File: config.mk
export PLATFORM = sky130hd
export DESIGN_NAME = if_stage
export DESIGN_NICKNAME = d
export VERILOG_FILES = /design/src/rtl/if_stage.sv
export SDC_FILE = /design/constraint.sdc
export NUM_CORES = 1
export LEC_CHECK = 0
export CAP_MARGIN = 20
export CORE_MARGIN = 4
export CORE_UTILIZATION = 43
export CTS_CLUSTER_SIZE = 8
export DETAILED_ROUTE_END_ITERATION = 12
export GPL_ROUTABILITY_DRIVEN = 0
export PLACE_DENSITY = 0.85
export SYNTH_ARGS = -nofsm -noshare
export SYNTH_HDL_FRONTEND = slang
export SYNTH_SLANG_ARGS = --single-unit
File: constraint.sdc
create_clock -name clk -period 2.75 [get_ports clk]
set_input_delay 0.275 -clock clk [delete_from_list [all_inputs] [get_ports clk]]
set_output_delay 0.275 -clock clk [all_outputs]
set_load 0.03 [all_outputs]
File: src/rtl/if_stage.sv
// Instruction-fetch stage: PC register, next-PC select, IF/ID pipeline register
// and the halt/drain sequencer that stops fetch once the HALT word reaches ID.
module if_stage #(
  parameter logic [31:0] RESET_PC     = 32'h0000_0000,
  parameter int unsigned IMEM_ADDR_W  = 10,
  parameter logic [31:0] HALT_INSTR   = 32'hFFFF_FFFF,
  parameter int unsigned DRAIN_CYCLES = 3
) (
  input  logic                   clk,
  input  logic                   rst_n,
  input  logic                   enable,
  input  logic                   stallF,
  input  logic                   stallD,
  input  logic                   flushIFID,
  input  logic [1:0]             pc_src,
  input  logic [31:0]            branch_target_ID,
  input  logic [31:0]            jump_target_ID,
  input  logic [31:0]            reg_target_ID,
  output logic [IMEM_ADDR_W-1:0] imem_addr,
  input  logic [31:0]            imem_data,
  output logic [31:0]            pc_IF,
  output logic [31:0]            instr_ID,
  output logic [31:0]            pc_plus4_ID,
  output logic                   valid_ID,
  output logic                   halted
);

  localparam int unsigned CNT_W = (DRAIN_CYCLES < 2) ? 1 : $clog2(DRAIN_CYCLES + 1);

  typedef enum logic [1:0] {
    RUN       = 2'd0,
    HALT_HOLD = 2'd1,
    DRAIN     = 2'd2,
    HALTED    = 2'd3
  } state_e;

  state_e             state_q, state_d;
  logic [CNT_W-1:0]   cnt_q, cnt_d;
  logic [31:0]        pc_q, pc_d;
  logic [31:0]        instr_q, instr_d;
  logic [31:0]        pc4_q, pc4_d;
  logic               valid_q, valid_d;
  logic               halted_q, halted_d;
  logic [31:0]        pc_plus4;
  logic [31:0]        next_pc;

  always_comb begin
    pc_plus4 = pc_q + 32'd4;
    case (pc_src)
      2'b01:   next_pc = branch_target_ID;
      2'b10:   next_pc = jump_target_ID;
      2'b11:   next_pc = reg_target_ID;
      default: next_pc = pc_plus4;
    endcase
  end

  always_comb begin
    state_d  = state_q;
    cnt_d    = cnt_q;
    pc_d     = pc_q;
    instr_d  = instr_q;
    pc4_d    = pc4_q;
    valid_d  = valid_q;
    halted_d = halted_q;

    if (enable) begin
      if (!stallF && state_q == RUN) begin
        pc_d = next_pc;
      end

      // stallD outranks flushIFID: a held ID instruction is never squashed.
      if (!stallD) begin
        if (flushIFID) begin
          instr_d = 32'd0;
          valid_d = 1'b0;
          pc4_d   = pc_plus4;
        end else if (state_q != RUN) begin
          instr_d = 32'd0;
          valid_d = 1'b0;
        end else begin
          instr_d = imem_data;
          pc4_d   = pc_plus4;
          valid_d = 1'b1;
        end
      end

      if (state_q == HALTED) begin
        halted_d = 1'b1;
      end

      case (state_q)
        RUN: begin
          if (!stallD && !flushIFID && imem_data == HALT_INSTR) begin
            state_d = HALT_HOLD;
          end
        end
        HALT_HOLD: begin
          if (!stallD) begin
            if (DRAIN_CYCLES == 0) begin
              state_d = HALTED;
            end else begin
              state_d = DRAIN;
              cnt_d   = CNT_W'(DRAIN_CYCLES);
            end
          end
        end
        DRAIN: begin
          cnt_d = cnt_q - CNT_W'(1);
          if (cnt_q <= CNT_W'(1)) begin
            state_d = HALTED;
            cnt_d   = '0;
          end
        end
        default: ;
      endcase
    end
  end

  always_ff @(posedge clk or negedge rst_n) begin
    if (!rst_n) begin
      state_q  <= RUN;
      cnt_q    <= '0;
      pc_q     <= RESET_PC;
      instr_q  <= 32'd0;
      pc4_q    <= 32'd0;
      valid_q  <= 1'b0;
      halted_q <= 1'b0;
    end else begin
      state_q  <= state_d;
      cnt_q    <= cnt_d;
      pc_q     <= pc_d;
      instr_q  <= instr_d;
      pc4_q    <= pc4_d;
      valid_q  <= valid_d;
      halted_q <= halted_d;
    end
  end

  assign pc_IF       = pc_q;
  assign imem_addr   = pc_q[IMEM_ADDR_W+1:2];
  assign instr_ID    = instr_q;
  assign pc_plus4_ID = pc4_q;
  assign valid_ID    = valid_q;
  assign halted      = halted_q;

endmodule

==> flow_summary.toml <==
[status]
outcome = "complete, no violations"

[setup_path]
max_stage_delay_ns = 0.63
path_buf_inv = 0
ff2ff_setup_slack_ns = 0.39
r2r-end = "pc_IF[22]"
path_cells = "ha_1 -> nand2_1 -> or4_4 -> nor3_1 -> a31oi_1 -> o22a_1"
worst_r2r_path_depth = 6
r2r_start = "pc_IF[2]"
crit_required_ns = 2.99
startpoint_type = "register"
cp-end-kind = "register"
cp_max_fo = 7
critPathKind = "reg2reg"
cp_slowest_cell = "or4_4"
cp.arrival_ns = 2.60
crit_family = "simple AND/OR/NAND/NOR gates"

[sta]
clock_skew_ns = 0.00678
setup_viol = 0
slew_violations = 0
finalSetupTns_ns = 0
fin_crit_sh_pct = 85.8
relSlewSlack_pct = 36.3
finalHoldViolCount = 0
tightest_slew_ns = 0.954
setup_slack_ns = 0.391
max_freq_mhz = 424
fin_crit_ns = 2.36
rsz0062_at_grt = "no"

[clock_tree]
insertion_delay_ns = 0.35
cts.repair.resized = 0
clkSinkCount = 102
clk_pin_slew_ns = 0.07
cts.path.max_buffers = 2
cts_tree = "done"
cts-root-buf = "clkbuf_16"
hold_buffers = 0
post-cts-setup-buffers = 0
cts_made_buffers = 9
htree_num_levels = 3

[cells_and_area]
register_area_sq_um = 2550
fin_area_sq_um = 8470
finalNetCount = 911
syn_to_final_growth_pct = 49.4
final_common_cell = "clkdlybuf4s50_1"
most-common-layout-cells = "240 x clkdlybuf4s50_1, 102 x dfrtp_1, 70 x nand2_1, 41 x o21ai_0, 34 x a22o_1"
drive_gt1_share_pct = 8.53
n_antenna_cell = 0
multi_input_area_sq_um = 2800
fillers = 943

[logic_synthesis]
synth_edf_count = 0
synth_ff_type = "dfrtp_1"
synthArstFlopShare_pct = 100
synth_cell_type_count = 60
syn_area_per_cell_sq_um = 10.2
seq_area_frac_synth_pct = 45.0
synth-seq-cells = 102
synthCells = 556
yosys_warnings = 0
syn-num-nets = 698
synthesis.area_sq_um = 5670

[placement]
place_ws_ns = 0.409
port_buffers = 243
placed_area_sq_um = 8140
hpwlAfterDp_microns = 14200

[grt]
grt_pass1_wl_microns = 29400
grt_overflow = 0
antenna_found_initial = 0
grt_usage_pct = 25.0
grt_max_degree = 65
first_global_vias = 5423

[floorplanning]
core.rowCount = 41
dieArea_sq_um = 15100
dieWidth_microns = 123
fp.dieH_microns = 123
coreArea_sq_um = 12800
io_pins = 244
initial_core_util_pct = 44.4

[drt]
first_pass_iters = 5
avgRoutedWirePerCell_microns = 20.1
vias = 5386
viasPerCell = 5.69
drt_iter0_markers = 464
drc = 0
detail-route-antenna-nets = 0
drt-total-wl_microns = 19000

[pwr]
vdd_drop_max_uv = 644
leakage_nw = 3.42
p_per_area_nw_per_um2 = 967

[run]
max-cap-violations = 0

[worst_hold_path]
hold_path.class = "in2async"
[how the worst max path moves through the flow]
stage                  start        end  slack [ns]  depth (start not counted)
floorplan           pc_IF[2]  pc_IF[26]        0.41                          6
global placement    pc_IF[2]  pc_IF[26]        0.52                          6
detailed placement  pc_IF[2]  pc_IF[26]        0.41                          6
CTS                 pc_IF[2]  pc_IF[26]        0.40                          6
global route        pc_IF[2]  pc_IF[28]        0.25                          6
finish              pc_IF[2]  pc_IF[22]        0.39                          6
[routing by layer]
metal | vias to the layer above | wire [microns] | part of all wire, % | global-route usage [%]
met1 | 2639 | 7580 | 40 | 31.8
li1 | 2471 | - | - | -
met3 | 32 | 1480 | 7.8 | 5.25
met4 | 0 | 390 | 2.1 | 8.26
met5 | - | 0 | 0 | 0
met2 | 244 | 9530 | 50 | 42.5
[power breakdown]
part,internal (W),leakage [nW],switching [W]
registers,0.00204,1.26,0.000688
clock network,0.000812,0.157,0.000605
logic,0.00179,2.00,0.00226
total,0.00464,3.42,0.00355
[cell families (layout without fill, tap and decap cells)]
group / after synthesis / in the layout / synth area share, %
and+or+nand+nor: 149 / 149 / 14.0
AOI/OAI and AO/OA: 172 / 172 / 21.0
buffers and inverters: 62 / 280 / 5.98
xor gates and xnor gates: 28 / 28 / 4.33
adders and majority gates: 6 / 6 / 1.32
muxes: 37 / 37 / 8.30
DFF: 102 / 102 / 45.0
[flip-flops by register name, indices dropped and copies added, names as in the netlist]
name,count
pc_plus4_ID,32
pc_IF,32
halted,1
instr_ID,32
cnt_q,2
state_q,2
valid_ID,1
[Yosys cell counts, types with 7 or more instances]
master	n	area [sq um]
a21oi_1	27	135
o221ai_1	8	70.1
clkbuf_1	27	101
xnor2_1	11	96.3
mux2i_1	20	200
a22o_1	34	298
buf_4	13	97.6
mux4_2	7	158
a31oi_1	8	50.1
mux2_2	10	113
nor2_1	13	48.8
a2bb2oi_1	10	87.6
o22a_1	12	105
dfrtp_1	102	2550
nand3_1	14	70.1
o21ai_0	41	205
nand4_1	15	93.8
inv_1	8	30.0
xor2_1	17	149
nand2_1	70	263
[stage by stage]
| step | utilization [%] | power [W] | hold slack, ns | cells |
|---|---|---|---|---|
| 2_1_floorplan | - | 0.00505 | -0.0206 | 556 |
| 3_3_place_gp | 63.7 | 0.00667 | 0.423 | 930 |
| 3_5_place_dp | 63.7 | 0.00679 | 0.437 | 930 |
| 4_1_cts | 66.3 | 0.00822 | 0.0618 | 946 |
| 5_1_grt | 66.3 | 0.00860 | 0.102 | 946 |
| 6_report | 66.3 | 0.00819 | 0.0304 | 946 |
[layout make-up]
type,count,share of cell area (%)
tap,172,2.54
clock inverter,7,1.21
clock buffer,9,2.66
sequential,102,30.1
multi-input combinational,392,33.1
timing repair buffer,256,30.0
inverter,8,0.355
Note: power is estimated with default switching activity, not from simulation.
